==> config.mk <==
export PLATFORM = sky130hd
export DESIGN_NAME = seg7_scan_driver_flat
export DESIGN_NICKNAME = d
export VERILOG_FILES = /design/src/rtl/seg7_pkg.sv /design/src/rtl/seg7_scan_driver_if.sv /design/src/rtl/seg7_hex_decode.sv /design/src/rtl/seg7_scan_driver.sv /design/src/flat_wrapper.sv
export SDC_FILE = /design/constraint.sdc
export NUM_CORES = 1
export LEC_CHECK = 0
export ABC_AREA = 1
export CELL_PAD_IN_SITES_DETAIL_PLACEMENT = 0
export CELL_PAD_IN_SITES_GLOBAL_PLACEMENT = 2
export CORE_ASPECT_RATIO = 2
export CORE_MARGIN = 8
export CORE_UTILIZATION = 29
export DETAILED_ROUTE_END_ITERATION = 8
export MAX_ROUTING_LAYER = met4
export PLACE_DENSITY_LB_ADDON = 0.1
export SKIP_LAST_GASP = 1
export SLEW_MARGIN = 5
export SYNTH_ARGS = -nofsm -noshare
export SYNTH_HDL_FRONTEND = slang
export SYNTH_SLANG_ARGS = --single-unit
==> constraint.sdc <==
create_clock -name clk_100mhz -period 2.3 [get_ports clk_100mhz]
set_clock_uncertainty 0.15 [all_clocks]
set_input_delay 0.46 -clock clk_100mhz [delete_from_list [all_inputs] [get_ports clk_100mhz]]
set_output_delay 0.46 -clock clk_100mhz [all_outputs]
set_load 0.05 [all_outputs]
==> src/rtl/seg7_pkg.sv <==
// Shared definitions for the four-digit seven-segment scan driver.
// Holds the active-low segment codes ({g,f,e,d,c,b,a}, dp excluded),
// the blank code and the per-slot scan state encoding.
package seg7_pkg;

  localparam int unsigned SEG_W = 7;

  localparam logic [SEG_W-1:0] SEG_HEX_0 = 7'h40;
  localparam logic [SEG_W-1:0] SEG_HEX_1 = 7'h79;
  localparam logic [SEG_W-1:0] SEG_HEX_2 = 7'h24;
  localparam logic [SEG_W-1:0] SEG_HEX_3 = 7'h30;
  localparam logic [SEG_W-1:0] SEG_HEX_4 = 7'h19;
  localparam logic [SEG_W-1:0] SEG_HEX_5 = 7'h12;
  localparam logic [SEG_W-1:0] SEG_HEX_6 = 7'h02;
  localparam logic [SEG_W-1:0] SEG_HEX_7 = 7'h78;
  localparam logic [SEG_W-1:0] SEG_HEX_8 = 7'h00;
  localparam logic [SEG_W-1:0] SEG_HEX_9 = 7'h10;
  localparam logic [SEG_W-1:0] SEG_HEX_A = 7'h08;
  localparam logic [SEG_W-1:0] SEG_HEX_B = 7'h03;
  localparam logic [SEG_W-1:0] SEG_HEX_C = 7'h46;
  localparam logic [SEG_W-1:0] SEG_HEX_D = 7'h21;
  localparam logic [SEG_W-1:0] SEG_HEX_E = 7'h06;
  localparam logic [SEG_W-1:0] SEG_HEX_F = 7'h0E;

  localparam logic [SEG_W-1:0] SEG_BLANK = 7'h7F;

  // GAP blanks the start of a digit slot to avoid ghosting; SHOW drives it.
  typedef enum logic {
    GAP  = 1'b0,
    SHOW = 1'b1
  } state_t;

endpackage

==> src/rtl/seg7_scan_driver_if.sv <==
// CPU-side load port of the seven-segment driver.
//   data_in    : 16-bit hex value, digit k = data_in[4k+3:4k]
//   dp_in      : decimal-point mask, bit k = digit k, 1 = lit
//   data_valid : single-cycle strobe capturing data_in/dp_in
// master = CPU side (drives), slave = display driver (receives).
interface seg7_scan_driver_if;
  logic [15:0] data_in;
  logic [3:0]  dp_in;
  logic        data_valid;

  modport master (output data_in, output dp_in, output data_valid);
  modport slave  (input  data_in, input  dp_in, input  data_valid);
endinterface

==> src/rtl/seg7_hex_decode.sv <==
// Combinational nibble to active-low seven-segment code.
//   nibble : 4-bit hex digit
//   code_c : {g,f,e,d,c,b,a}, active-low
module seg7_hex_decode
  import seg7_pkg::*;
(
  input  logic [3:0]       nibble,
  output logic [SEG_W-1:0] code_c
);

  always_comb begin
    code_c = SEG_BLANK;
    case (nibble)
      4'h0: code_c = SEG_HEX_0;
      4'h1: code_c = SEG_HEX_1;
      4'h2: code_c = SEG_HEX_2;
      4'h3: code_c = SEG_HEX_3;
      4'h4: code_c = SEG_HEX_4;
      4'h5: code_c = SEG_HEX_5;
      4'h6: code_c = SEG_HEX_6;
      4'h7: code_c = SEG_HEX_7;
      4'h8: code_c = SEG_HEX_8;
      4'h9: code_c = SEG_HEX_9;
      4'hA: code_c = SEG_HEX_A;
      4'hB: code_c = SEG_HEX_B;
      4'hC: code_c = SEG_HEX_C;
      4'hD: code_c = SEG_HEX_D;
      4'hE: code_c = SEG_HEX_E;
      4'hF: code_c = SEG_HEX_F;
    endcase
  end

endmodule

==> src/rtl/seg7_scan_driver.sv <==
// Four-digit time-multiplexed seven-segment driver.
// Captures a hex value + dp mask into a pending register and applies it to
// the display only at frame boundaries, so a frame never shows a torn value.
// Each digit slot is SCAN_DIV cycles; the first GAP_CYC are blanked.
//   clk_100mhz : system clock
//   rst        : synchronous active-high reset
//   bus        : seg7_scan_driver_if.slave (data_in, dp_in, data_valid)
//   AN         : digit enables, active-low, registered
//   SEGMENT    : {dp,g,f,e,d,c,b,a}, active-low, registered
//   frame_done : one-cycle pulse after the last cycle of digit 3's slot
// Build option: define SEG7_LZ_BLANK_EN for leading-zero suppression
// (digits 3..1 blank while they and all higher digits are zero).
module seg7_scan_driver
  import seg7_pkg::*;
#(
  parameter int unsigned SCAN_DIV = 100000,
  parameter int unsigned GAP_CYC  = 2000
)(
  input  logic                clk_100mhz,
  input  logic                rst,
  seg7_scan_driver_if.slave   bus,
  output logic [3:0]          AN,
  output logic [7:0]          SEGMENT,
  output logic                frame_done
);

  localparam int unsigned      CNT_W   = $clog2(SCAN_DIV);
  localparam logic [CNT_W-1:0] CNT_MAX = CNT_W'(SCAN_DIV - 1);

  state_t           state_q, state_d;
  logic [CNT_W-1:0] cnt_q, cnt_d;
  logic [1:0]       dig_q, dig_d;
  logic [3:0]       an_d;
  logic [7:0]       seg_d;
  logic             fd_d;

  logic [15:0]      pend_data, disp_data;
  logic [3:0]       pend_dp, disp_dp;
  logic             pend_flag;

  logic             slot_end_c, frame_end_c;
  logic [3:0]       nib_c;
  logic [SEG_W-1:0] hex_code_c;
  logic             lz_blank_c;

  assign slot_end_c  = (cnt_q == CNT_MAX);
  assign frame_end_c = slot_end_c && (dig_q == 2'd3);

  // Nibble of the digit currently being scanned.
  always_comb begin
    nib_c = disp_data[3:0];
    case (dig_q)
      2'd0: nib_c = disp_data[3:0];
      2'd1: nib_c = disp_data[7:4];
      2'd2: nib_c = disp_data[11:8];
      2'd3: nib_c = disp_data[15:12];
    endcase
  end

  seg7_hex_decode u_hex_decode (
    .nibble (nib_c),
    .code_c (hex_code_c)
  );

`ifdef SEG7_LZ_BLANK_EN
  // A digit is a leading zero when it and every higher digit are zero.
  always_comb begin
    lz_blank_c = 1'b0;
    case (dig_q)
      2'd3:    lz_blank_c = (disp_data[15:12] == 4'h0);
      2'd2:    lz_blank_c = (disp_data[15:8]  == 8'h00);
      2'd1:    lz_blank_c = (disp_data[15:4]  == 12'h000);
      default: lz_blank_c = 1'b0;
    endcase
  end
`else
  assign lz_blank_c = 1'b0;
`endif

  // Scan state register plus registered pin outputs.
  always_ff @(posedge clk_100mhz) begin
    if (rst) begin
      state_q    <= GAP;
      cnt_q      <= '0;
      dig_q      <= 2'd0;
      AN         <= 4'hF;
      SEGMENT    <= 8'hFF;
      frame_done <= 1'b0;
    end else begin
      state_q    <= state_d;
      cnt_q      <= cnt_d;
      dig_q      <= dig_d;
      AN         <= an_d;
      SEGMENT    <= seg_d;
      frame_done <= fd_d;
    end
  end

  // Next slot position / state, and next pin values from the current state.
  always_comb begin
    cnt_d   = cnt_q + CNT_W'(1);
    dig_d   = dig_q;
    state_d = state_q;
    an_d    = 4'hF;
    seg_d   = 8'hFF;
    fd_d    = frame_end_c;

    if (slot_end_c) begin
      cnt_d   = '0;
      dig_d   = dig_q + 2'd1;
      state_d = (GAP_CYC == 0) ? SHOW : GAP;
    end else if (32'(cnt_q) + 32'd1 < GAP_CYC) begin
      state_d = GAP;
    end else begin
      state_d = SHOW;
    end

    if (state_q == SHOW) begin
      an_d  = ~(4'b0001 << dig_q);
      seg_d = {~disp_dp[dig_q], (lz_blank_c ? SEG_BLANK : hex_code_c)};
    end
  end

  // Pending capture and frame-boundary transfer. A strobe coinciding with
  // the frame end stays pending for the next frame.
  always_ff @(posedge clk_100mhz) begin
    if (rst) begin
      pend_data <= 16'h0000;
      pend_dp   <= 4'h0;
      pend_flag <= 1'b0;
      disp_data <= 16'h0000;
      disp_dp   <= 4'h0;
    end else begin
      if (frame_end_c && pend_flag) begin
        disp_data <= pend_data;
        disp_dp   <= pend_dp;
      end
      if (bus.data_valid) begin
        pend_data <= bus.data_in;
        pend_dp   <= bus.dp_in;
        pend_flag <= 1'b1;
      end else if (frame_end_c) begin
        pend_flag <= 1'b0;
      end
    end
  end

endmodule

==> src/flat_wrapper.sv <==
// flat-port wrapper written by rule: the top's interface ports become plain ports
module seg7_scan_driver_flat import seg7_pkg::*;
#(
  parameter int unsigned SCAN_DIV = 100000,
  parameter int unsigned GAP_CYC  = 2000
)
  (clk_100mhz, rst, AN, SEGMENT, frame_done, bus_data_in, bus_dp_in, bus_data_valid);
  seg7_scan_driver_if bus_i ();
  input  logic clk_100mhz;
  input  logic rst;
  output logic [3:0] AN;
  output logic [7:0] SEGMENT;
  output logic frame_done;
  input wire logic [$bits(bus_i.data_in)-1:0] bus_data_in;
  input wire logic [$bits(bus_i.dp_in)-1:0] bus_dp_in;
  input wire logic [$bits(bus_i.data_valid)-1:0] bus_data_valid;
  assign bus_i.data_in = bus_data_in;
  assign bus_i.dp_in = bus_dp_in;
  assign bus_i.data_valid = bus_data_valid;
  seg7_scan_driver #(.SCAN_DIV(SCAN_DIV), .GAP_CYC(GAP_CYC)) u_core (.clk_100mhz(clk_100mhz), .rst(rst), .bus(bus_i), .AN(AN), .SEGMENT(SEGMENT), .frame_done(frame_done));
endmodule
Word-level counts from Yosys, hierarchy flattened
Memory sizes are Yosys's and may differ from the RTL's. A register that Yosys moved wholly into a read port is not among the register bits. Cells that the tools add are included.

Register bits after elaboration: 74. Latch bits: 0. Bits in writable memories: 0. ROM bits: 112. Input port bits: 23. Output and inout bits: 13. Memories kept: 1.

$add $sub $neg: 3. $mul: 0. Div/mod/pow operators: 0. Magnitude comparators: 2. Equal/unequal tests: 4. Shifts and indexed selects: 1. Multiplexer cells: 6. Bitwise logic cells: 3. Reductions and logical operators: 6.

Memories: (name not given) (words 16, width 7, rd ports 1, clocked after Yosys merged registers in 1, write ports 0, RTL line seg7_hex_decode.sv:13) `case (nibble)`.

Operator list (number): 32-bit by 11-bit less-than comparator with 1-bit output, second input constant (1); 17-bit by 1-bit adder with 18-bit output, second input constant (1); 17-bit by 1-bit adder with 17-bit output, second input constant (1); 17-bit equality test, second input constant (1); 4-bit case mux with 4 select lines (1); 2-bit equality test, second input constant (2); 1-bit two-way mux (4); 4-bit inverter (1); 2-bit OR reduction (2); 1-bit by 2-bit << shifter with 4-bit output, first input constant (1); 2-bit by 3-bit less-than comparator with 1-bit output, second input constant (1); 2-bit by 1-bit adder with 2-bit output, second input constant (1); 1-bit binary-select mux with 2-bit select (1); 2-bit by 1-bit equality test with 1-bit output, second input constant (1); 1-bit logical AND (2); 2-bit zero test (1); 1-bit inverter (2); 2-bit nonzero test (1).

Logic depth before layout (Yosys ltp)
Depth in word-level cells: 4. Mapped depth: 11. Gate-level depth less buffers: 11.

By module
Synthesis repeated with hierarchy kept, for this count alone.

Cells, all modules: 492. Area total of the unflattened synthesis: 3378.2 sq um.

Modules (own cells, without submodules): seg7_scan_driver (instances 1, cells an instance 443, area each 3104.2 sq um, seq. area each 1481.4 sq um); seg7_hex_decode (instances 1, cells an instance 49, area each 274.0 sq um, seq. area each 0.0 sq um).

Worst setup path after synthesis
No wires, ideal clock.

Path kind: flip-flop to flip-flop. Start point: register u_core.dig_q[0]. End point: register u_core.SEGMENT[0]. Library setup time: 127 ps. Arrival time: 1902 ps. Required time: 2023 ps. Path slack: 121 ps. Stages on the path, launching flop included: 11. Clock period less this slack: 2179 ps. Cells stage by stage: dfxtp_1 -> inv_1 -> ha_1 -> a22o_1 -> o22ai_1 -> inv_1 -> ha_1 -> nand2_1 -> o21ai_0 -> a21oi_1 -> o31ai_1.

Cells in the longest elaborated chain, start to end: 2. Elaborated cells between the ends (all ways): 5.

RTL lines: start: declaration (RTL line seg7_scan_driver.sv:32) `logic [1:0] dig_q, dig_d;`; start signal: assignment (RTL line seg7_scan_driver.sv:92) `dig_q <= dig_d;`; 2-bit equality test (tied with other cells) (RTL line seg7_scan_driver.sv:52) `case (dig_q)`; 4-bit case mux with 4 select lines (*) (RTL line seg7_scan_driver.sv:52); end: declaration (RTL line seg7_scan_driver.sv:23) `output logic [7:0] SEGMENT,`.

Every way passes the cells marked *; elsewhere a longest branch is shown, timed or not. A chain may end at the register's enable or synchronous reset.

Final worst setup path
Ends and elaborated chain as after synthesis.

==> impl_metrics.tcl <==
set metrics [dict create \
    outcome "finished clean" \
    yosysSeqAreaShare_pct 45.56 \
    clock-root-buffer "clkbuf_16" \
    num_rows 54 \
    initial_utilization_pct 29.71 \
    placed_cells 617 \
    vias 2932 \
    fp.dieW_um 90.88 \
    ir_drop_v 0.0003384 \
    drv_slew 0 \
    wl_mm 9.433 \
    portBuffers 35 \
    postCtsHoldBufs 0 \
    ff2ff_setup_slack_ns 0.16 \
    final_common_cell "nor2_1" \
    grt_remaining_overflow 0 \
    start_kind "register" \
    place.gp.congestion 0.8539 \
    grt_usage_pct 13.53 \
    cts_tree "built" \
    io_pins 36 \
    die_area_um2 15060 \
    syn-num-nets 481 \
    tns_ns 0 \
    timing.hold.ws_ns 0.3078 \
    synth.avg_cell_area_um2 7.275 \
    grt_pass1_vias 3035 \
    worstPathMaxFanout 7 \
    dp_hpwl_mm 7.317 \
    finalCriticalPeriod_ns 2.138 \
    antenna_cells 0 \
    setup_viol 0 \
    relSlewSlack_pct 57.10 \
    cts.clk_slew.worst_paths_ns 0.06 \
    worst_slew_pin_slew_ns 0.6429 \
    period_share_pct 92.94 \
    final_cell_mix "102 x nor2_1, 76 x nand2_1, 73 x dfxtp_1, 35 x clkdlybuf4s50_1, 30 x o21ai_0" \
    yosysTopAreaCell "dfxtp_1" \
    worstSetupEndpoint "u_core.SEGMENT[0]" \
    cap_violations 0 \
    cts.path.max_buffers 2 \
    hold_violations 0 \
    post_dp_cell_area_um2 3794 \
    ys_types 30 \
    area_growth_pct 26.39 \
    fp.dieH_um 165.8 \
    drt-initial-drc-count 115 \
    clkLatencyLatePin_ns 0.34 \
    end_kind "register" \
    path_class "reg -> reg" \
    p_leak_nw 1.642 \
    critPathArrivalTime_ns 2.20 \
    reg2reg_from "u_core.dig_q[0]" \
    cts_buffers 9 \
    rsz0062_at_grt "false" \
    fin_area_um2 4110 \
    power_density_nw_per_um2 693.0 \
    synthTopCellsByArea "dfxtp_1 46%, nor2_1 12%, nand2_1 8.8%" \
    drtPass1Iterations 4 \
    antenna_left 0 \
    synthCells 447 \
    finalNonFillerCells 633 \
    cts_setup_buffers 0 \
    synth_top_area_share_pct 45.56 \
    power_w 0.002849 \
    grt_start_max_net_pins 34 \
    cp-startpoint "u_core.dig_q[0]" \
    htree_levels 3 \
    vias_per_cell 4.632 \
    drc_errors 0 \
    cts.sinks 74 \
    yosysWarningCount 0 \
    synth_seq_cells 74 \
    drive_above_1_share_pct 9.128 \
    nets 522 \
    fp.coreArea_um2 10950 \
    fmax_ghz 0.4678 \
    antenna_found_initial 0 \
    r2r_end "u_core.SEGMENT[0]" \
    worstPathRequired_ns 2.36 \
    synth.cell_area_um2 3252 \
    hold_class "reg -> reg" \
    reg2reg_depth 10 \
    grt_pass1_wl_mm 15.31 \
    wl_per_cell_um 14.90 \
]
-- cell usage after synthesis, drive strengths merged --
library cell,number
dfxtp,74
o211ai,2
clkbuf,11
a21oi,14
ha,11
nand3b,2
and2,1
o22ai,4
nor3,21
xnor2,1
o31ai,1
or2,1
nand2,81
a22o,3
buf,5
nor2,106
o21ai,50
nand4,5
o21bai,1
xor2,1
nand3,22
inv,30
-- critical path, cell delays in order, from the launching register on --
cell and delay [ns]:
dfxtp_2 0.38, inv_1 0.11, ha_1 0.25, a22o_1 0.25, o22ai_2 0.11, inv_1 0.10
ha_1 0.23, nand2_1 0.11, o21ai_0 0.09, a21oi_1 0.16, o31ai_1 0.09
-- power by group --
group,switching [W],total [W],internal [W],leakage (nW)
clock,0.000558,0.00140,0.000842,0.135
combinational,0.0000627,0.000120,0.0000572,0.904
sequential,0.0000172,0.00133,0.00131,0.603
-- repair_timing --
item | in CTS | in global routing
resized for setup | 1 | 4
setup endpoints to repair | 3 | 6
pin swaps | 0 | 0
-- worst min path at each step --
stage | from | to | slack, ns | depth (start not counted)
4_1_cts | u_core.pend_flag | u_core.pend_flag | 0.31 | 2
5_1_grt | u_core.cnt_q[0] | u_core.cnt_q[0] | 0.33 | 1
3_5_place_dp | u_core.cnt_q[0] | u_core.cnt_q[0] | 0.30 | 1
6_report | u_core.cnt_q[0] | u_core.cnt_q[0] | 0.31 | 1
3_3_place_gp | u_core.cnt_q[0] | u_core.cnt_q[0] | 0.29 | 1
2_1_floorplan | u_core.cnt_q[0] | u_core.cnt_q[0] | 0.28 | 1
-- cell families (layout without fill, tap and decap cells) --
family / Yosys count / in the layout / synth area share [%]
adders and majority gates: 11 / 11 / 4.232
AOI/OAI and AO/OA: 75 / 75 / 12.54
DFF: 74 / 74 / 45.56
buffers and inverters: 46 / 92 / 5.887
xor gates and xnor gates: 2 / 2 / 0.5388
and+or+nand+nor: 239 / 239 / 31.24
-- metal layers --
metal	track usage (%)	vias to the layer above	wire, um
met5	-	-	0
met4	7.609	0	340
met3	2.445	17	201
met2	26.86	36	5693
met1	11.11	1338	3197
li1	-	1541	-
-- flip-flops by register name (all words and copies together) (netlist names) --
| signal | cells |
|---|---|
| u_core.AN | 4 |
| u_core.SEGMENT | 8 |
| u_core.cnt_q | 17 |
| u_core.dig_q | 2 |
| u_core.disp_data | 16 |
| u_core.disp_dp | 4 |
| u_core.frame_done | 1 |
| u_core.pend_data | 16 |
| u_core.pend_dp | 4 |
| u_core.pend_flag | 1 |
| u_core.state_q | 1 |
-- cell type report --
cell class                      count  area (um2)
Fill cell                        1187        6835
Multi-Input combinational cell    327        1599
Sequential cell                    74        1483
Timing Repair Buffer               46       445.4
Clock buffer                       10       229.0
Tap cell                          140       175.2
Inverter                           30       112.6
Clock inverter                      6       66.31
-- metrics by stage --
stage	utilization, %	setup slack, ns
after floorplan	-	0.1213
after global placement	34.66	-0.007337
after detailed placement	34.66	-0.05138
after CTS	37.41	-0.01682
after global routing	37.55	0.01336
final	37.55	0.1624
Note: power is estimated with default switching activity, not from simulation.
